===== src/rtl/jt900h_prefetch.sv =====
// Instruction prefetch queue for the JT900H: fetches 16-bit words into a
// 4-byte queue and presents the next two opcode bytes to the control unit.
module jt900h_prefetch #(
  parameter logic [23:0] RSTPC = 24'hFFFF00
) (
  input  logic        clk,
  input  logic        rst,
  input  logic        cen,
  input  logic        pc_ld,
  input  logic [23:0] pc_new,
  input  logic [1:0]  adv,
  output logic [15:0] md,
  output logic [2:0]  qcnt,
  output logic [23:0] pc,
  output logic        bus_rd,
  output logic [23:0] bus_addr,
  input  logic        bus_ack,
  input  logic [15:0] bus_din
);

  logic [3:0][7:0] q_q, q_d;
  logic [2:0]      qcnt_q, qcnt_d, base;
  logic [23:0]     pc_q, pc_d, fa_q, fa_d, addr_q, addr_d;
  logic            skip_q, skip_d, drop_q, drop_d, rd_q, rd_d;
  logic [1:0]      n;
  logic            ack;

  // NOTE: every combinational output gets a default first, so no path leaves
  // a variable unassigned and no latch is inferred.
  always_comb begin
    ack    = bus_ack & rd_q;
    n      = (adv == 2'd3) ? 2'd0 : adv;
    if ({1'b0, n} > qcnt_q) n = 2'd0;
    base   = qcnt_q - {1'b0, n};
    q_d    = q_q >> {n, 3'b000};
    qcnt_d = base;
    pc_d   = pc_q + {22'd0, n};
    fa_d   = fa_q;
    skip_d = skip_q;
    drop_d = drop_q;
    rd_d   = rd_q;
    addr_d = addr_q;
    if (pc_ld) begin
      q_d    = q_q;
      qcnt_d = 3'd0;
      pc_d   = pc_new;
      fa_d   = {pc_new[23:1], 1'b0};
      skip_d = pc_new[0];
      // An in-flight read cannot be cancelled on the bus; its data is
      // discarded when it returns, unless it returns right now.
      if (ack) begin
        rd_d   = 1'b0;
        drop_d = 1'b0;
      end else if (rd_q) begin
        drop_d = 1'b1;
      end
    end else begin
      if (ack) begin
        rd_d = 1'b0;
        if (drop_q) begin
          drop_d = 1'b0;
        end else begin
          fa_d = fa_q + 24'd2;
          if (skip_q) begin
            q_d[base[1:0]] = bus_din[15:8];
            qcnt_d         = base + 3'd1;
            skip_d         = 1'b0;
          end else begin
            q_d[base[1:0]]        = bus_din[7:0];
            q_d[base[1:0] + 2'd1] = bus_din[15:8];
            qcnt_d                = base + 3'd2;
          end
        end
      end
      // Room for a whole word after this cycle's pop and push.
      if (!rd_q && qcnt_d <= 3'd2) begin
        rd_d   = 1'b1;
        addr_d = fa_q;
      end
    end
  end

  // NOTE: the queue storage is reset too, because md must read zero out of
  // reset; it is only four bytes of flops, not a RAM.
  always_ff @(posedge clk, posedge rst) begin
    if (rst) begin
      q_q    <= '0;
      qcnt_q <= 3'd0;
      pc_q   <= RSTPC;
      fa_q   <= {RSTPC[23:1], 1'b0};
      skip_q <= RSTPC[0];
      drop_q <= 1'b0;
      rd_q   <= 1'b0;
      addr_q <= 24'd0;
    end else if (cen) begin
      q_q    <= q_d;
      qcnt_q <= qcnt_d;
      pc_q   <= pc_d;
      fa_q   <= fa_d;
      skip_q <= skip_d;
      drop_q <= drop_d;
      rd_q   <= rd_d;
      addr_q <= addr_d;
    end
  end

  assign md       = q_q[1:0];
  assign qcnt     = qcnt_q;
  assign pc       = pc_q;
  assign bus_rd   = rd_q;
  assign bus_addr = addr_q;

endmodule


===== config.mk =====
export PLATFORM = sky130hd
export DESIGN_NAME = jt900h_prefetch
export DESIGN_NICKNAME = d
export VERILOG_FILES = /design/src/rtl/jt900h_prefetch.sv
export SDC_FILE = /design/constraint.sdc
export NUM_CORES = 1
export LEC_CHECK = 0
export CAP_MARGIN = 30
export CORE_ASPECT_RATIO = 0.6
export CORE_MARGIN = 4
export CORE_UTILIZATION = 43
export DETAILED_ROUTE_END_ITERATION = 12
export GPL_ROUTABILITY_DRIVEN = 0
export PLACE_DENSITY = 0.77
export SYNTH_ARGS = -nofsm -noshare
export SYNTH_HDL_FRONTEND = slang
export SYNTH_SLANG_ARGS = --single-unit

===== constraint.sdc =====
create_clock -name clk -period 4.56 [get_ports clk]
set_input_delay 0.684 -clock clk [delete_from_list [all_inputs] [get_ports clk]]
set_output_delay 0.684 -clock clk [all_outputs]
set_load 0.01 [all_outputs]

* Word level (Yosys, flattened, before mapping)
Index checks and enable logic that the tools add are counted.
Word-level totals: register bits 110, logic and storage cells 69
Operators by class: add/sub/neg operators 6, $lt $le $gt $ge 6, equality and inequality tests 2, shift operators 1, muxes and demuxes 31, bitwise gates (word level) 2, reductions and logical operators 10
Operators by type and width (count):
- $bwmux W32 | 3
- $mux W24 | 4
- $mux W32 | 3
- $demux W8 S2 | 2
- $shr A32 B5 Y32 | 1
- $add A24 B2 Y24 | 1
- $add A24 B2 Y24 const B | 1
- $mux W8 | 2
- $mux W3 | 5
- $mux W1 | 10
- $reduce_and A3 Y1 | 3
- $lt A2 B3 Y1 const B | 2
- $ge A2 B1 Y1 const B | 2
- $mux W2 | 2
- $reduce_bool A2 Y1 | 2
- $add A3 B1 Y3 const B | 1
- $add A3 B2 Y3 const B | 1
- $gt A2 B3 Y1 | 1
- $le A3 B2 Y1 const B | 1
- $logic_and A1 B1 Y1 | 3
- $sub A3 B2 Y3 | 1
- $add A2 B1 Y2 const B | 1
- $eq A2 B2 Y1 const B | 1
- $ne A2 B2 Y1 const B | 1
- 4 further kinds | 4

* Depth between registers and ports, before layout
depth after elaboration 14, depth in mapped cells 20

* Worst setup path before layout
No wires, ideal clock.
path type input to register, start input adv[0], end register q_q (netlist bit md[6]), setup time 0.122 ns, data arrival time 4.257 ns, required time 4.438 ns, setup slack 0.181 ns, stages 19, cells stage by stage clkbuf_1 nor2b_1 ha_1 nor2b_1 o21ai_1 nand2b_1 buf_2 buf_4 inv_1 ha_1 inv_1 fa_1 inv_1 ha_1 clkbuf_1 clkbuf_1 and3_1 o21ai_0 a32o_1
Between the ends: cells in the longest elaborated chain, start to end 14, elaborated cells on any way between the ends 23, classes of those cells add/sub: 2; order compare: 5; eq/ne: 1; shift: 1; mux: 12; reduce/logical: 2
RTL lines:
- start, declared | RTL line 11 | input logic [1:0] adv,
- $eq A2 B2 Y1 | RTL line 32 | n = (adv == 2'd3) ? 2'd0 : adv;
- $mux W2 * | RTL line 32
- $gt A2 B3 Y1 | RTL line 33 | if ({1'b0, n} > qcnt_q) n = 2'd0;
- $mux W2 * | RTL line 33
- $sub A3 B2 Y3 | RTL line 34 | base = qcnt_q - {1'b0, n};
- $add A2 B1 Y2, or another cell as far along | RTL line 70 | q_d[base[1:0] + 2'd1] = bus_din[15:8];
- $lt A2 B3 Y1 (not written as such), or another cell as far along | RTL line 70
- $logic_and A1 B1 Y1 (not written as such) or $mux W8 (tied branches) | RTL line 70, 65, 69
- $mux W8 (not written as such) or $demux W8 S2 (tied branches) | RTL line 70, 65, 69
- $demux W8 S2 or $bwmux W32 (tied branches) | RTL line 70, 69
- $bwmux W32 | RTL line 70
- $mux W32 | RTL line 64 | if (skip_q) begin
- $mux W32 | RTL line 60 | if (drop_q) begin
- $mux W32 * | RTL line 58 | if (ack) begin
- end signal, assigned | RTL line 96 | q_q <= q_d;
- end, declared | RTL line 21 | logic [3:0][7:0] q_q, q_d;
Every way passes the cells marked *; elsewhere a longest branch is shown, timed or not. A chain may end at the register's enable or synchronous reset.

* Worst setup path after layout
start input adv[1], end register q_q (netlist bit md[9])
The elaborated chain is that of the path after synthesis.

==> results.sh <==
export IMPL_cts_tree="yes"
export IMPL_finalSetupViolCount=0
export IMPL_die_y_um=108
export IMPL_diodes=0
export IMPL_cts_buffer_depth=2
export IMPL_yosysWarnings=0
export IMPL_vias_per_cell=6.29
export IMPL_slew_headroom=0.382
export IMPL_grt_max_degree=80
export IMPL_total_power_uw=4960
export IMPL_ys_top_cells_by_area="dfrtp_1 27%, dfstp_2 12%, o21ai_0 5.4%"
export IMPL_ctsHoldBuffers=0
export IMPL_final_nets=957
export IMPL_post_cts_resized=0
export IMPL_synthCells=828
export IMPL_path_cells="clkdlybuf4s50_1, nor2b_1, ha_1, nor2b_1, o21ai_1, nand2b_1, inv_1, ha_1, inv_1, fa_1, inv_1, ha_1, nor2_1, a22oi_1, o21ai_0, a221o_1"
export IMPL_max_freq_mhz=237
export IMPL_drv_slew=0
export IMPL_synth_edf_count=0
export IMPL_final_cell_area_um2=8760
export IMPL_worst_pin_slew_ns=0.923
export IMPL_yosysTopAreaCell="dfrtp_1"
export IMPL_clkTransAtPathRegs_ns=0.08
export IMPL_wl_per_cell_um=21.0
export IMPL_leakagePower_uw=0.00349
export IMPL_hpwl_mm=17.2
export IMPL_syn_nets=887
export IMPL_port_buffer_count=113
export IMPL_cts_setup_buffers=0
export IMPL_fillCellCount=1484
export IMPL_yosys_cell_types_count=68
export IMPL_grt_pass1_wl_mm=36.3
export IMPL_grt_pass1_vias=6189
export IMPL_final_hold_violation_count=0
export IMPL_syn_avg_cell_area_um2=8.66
export IMPL_first_pass_iters=5
export IMPL_maxCapViolations=0
export IMPL_holdWs_ns=0.514
export IMPL_fp_dieW_um=175
export IMPL_worst_setup_path_type="in2reg"
export IMPL_status="complete, no violations"
export IMPL_start_util=0.440
export IMPL_cts_buffers=9
export IMPL_final_setup_tns_ns=0
export IMPL_root_buffer="clkbuf_16"
export IMPL_synth_seq_cells=108
export IMPL_clkLatencyLatePin_ns=0.37
export IMPL_powerDensity_nw_per_um2=566
export IMPL_final_core_util=0.537
export IMPL_endpoint_kind="flip-flop"
export IMPL_required_ns=4.86
export IMPL_overflow=0
export IMPL_fin_crit_ns=4.22
export IMPL_syn_cell_area_um2=7170
export IMPL_core_um2=16300
export IMPL_critPathLaunchType="input port"
export IMPL_hold_path_class="reg2reg"
export IMPL_htree_num_levels=3
export IMPL_cp_arrival_ns=4.52
export IMPL_yosysTopAreaCellShare=0.265
export IMPL_async_flop_share=1.00
export IMPL_cp_max_fo=9
export IMPL_ys_seq_area_frac=0.382
export IMPL_routed_via_count=7110
export IMPL_placement_cell_area_um2=8430
export IMPL_worst_path_max_delay_cell="nor2_1"
export IMPL_rsz0062_at_grt="false"
export IMPL_antenna_left=0
export IMPL_critical_path_max_stage_delay_ns=0.52
export IMPL_syn2layout_area_growth_pct=22.1
export IMPL_grt_total_usage=0.243
export IMPL_num_io_pins=115
export IMPL_die_area_um2=18900
export IMPL_antenna_found_initial=0
export IMPL_ys_flop_type="dfrtp_1"
export IMPL_drt_iter0_markers=1063
export IMPL_wl_mm=23.8
export IMPL_min_period_over_period=0.926
export IMPL_layout_drive_gt1_share=0.143
export IMPL_ir_drop_mv=0.239
export IMPL_drc=0
export IMPL_fin_worst_skew_ns=0.0143
export IMPL_cts_sinks=108
export IMPL_fp_row_count=36
[cell usage in the layout, fill, tap and decap left out, types with 5 or more instances in the layout]
cell	instances
nor2_1	55
ha_1	10
nor2b_1	10
buf_4	29
a21oi_1	74
and3_1	9
o22ai_1	10
a31o_2	10
a21o_1	5
dfstp_2	32
mux2_2	24
dfrtp_1	76
a22o_1	16
o21ai_0	78
nand4_1	5
a22oi_1	11
inv_1	15
o31ai_1	11
a31oi_1	15
nand2b_1	11
clkbuf_16	9
clkdlybuf4s50_1	111
a221oi_1	18
a211oi_1	22
a221o_1	9
o41ai_1	5
nand3_1	34
mux2i_1	20
a32o_1	6
nand2_1	78
nor3_1	5
o22a_1	5
[path summary, 6_finish.rpt]
check | start | to | slack (ns) | cells past startpoint
max | adv[1] | md[9] | 0.34 | 16
min | bus_addr[2] | bus_addr[2] | 0.51 | 1
max reg2reg | qcnt[1] | md[9] | 0.76 | 15
min reg2reg | bus_addr[2] | bus_addr[2] | 0.51 | 1
max in group asynchronous | rst | pc[9] | 3.08 | 4
min in group asynchronous | rst | md[4] | 0.59 | 2
[synthesized netlist by cell type, drive strengths merged, types with 5 or more instances]
master	n
o21ai	82
nand2	79
dfrtp	76
a21oi	74
nor2	56
clkbuf	46
buf	38
nand3	35
dfstp	32
mux2	24
a211oi	23
mux2i	20
a221oi	18
inv	18
a22o	16
a31oi	15
a22oi	11
nand2b	11
o31ai	11
a31o	10
ha	10
nor2b	10
o22ai	10
a221o	9
and3	9
nor3	7
a32o	6
or3	6
a21o	5
nand4	5
o22a	5
o41ai	5
[report_power, final]
group          internal [µW]  total [µW]  leakage (µW)  switching [µW]
sequential              1290        1700       0.00129             405
clock                    402         842      0.000157             440
combinational           1160        2410       0.00205            1250
[layout make-up]
cell class	count	area [µm²]	share of cell area
timing repair buffer	143	1370	0.156
clock buffer	9	225	0.0257
clock inverter	7	98.8	0.0113
multi-input combinational	617	3960	0.453
inverter	19	73.8	0.00843
tap	228	285	0.0326
sequential	108	2740	0.313
[kinds of logic (layout without fill, tap and decap cells)]
group                      count (synthesis)  in the layout  synth area share
AOI/OAI and AO/OA                        325            325             0.301
xor gates and xnor gates                   3              3           0.00366
adders and majority gates                 12             12            0.0230
buffers and inverters                    103            178            0.0665
DFF                                      108            108             0.382
muxes                                     44             44            0.0656
other                                      1              1          0.000523
and+or+nand+nor                          232            232             0.157
[critical path: cells and delay by family]
| family | cells | cell delay (ns) |
|---|---|---|
| adder cells (fa/ha/maj) | 4 | 1.24 |
| AND/OR/NAND/NOR | 4 | 0.98 |
| AO/OA/AOI/OAI | 4 | 0.87 |
| buffers and inverters | 4 | 0.73 |
[through the flow]
stage / std cells / setup WS (ns)
after floorplan: 828 / 0.181
after global placement: 1114 / 0.236
after detailed placement: 1115 / 0.0896
after CTS: 1131 / 0.457
after global routing: 1131 / 0.0901
final: 1131 / 0.337
[sequential cells by signal, indices dropped and copies added (netlist names)]
register / count
md: 16
bus_addr: 23
pc: 24
qcnt: 3
fa_q: 23
drop_q: 1
skip_q: 1
q_q: 16
bus_rd: 1
[per-layer routing]
layer  up-vias  track usage  share of wire
met2       421        0.293           0.37
met4         0       0.0409          0.010
met1      3413        0.398           0.48
met3        26       0.0912           0.14
li1       3250            -              -
met5         -            0              0
Note: power is estimated with default switching activity, not from simulation.
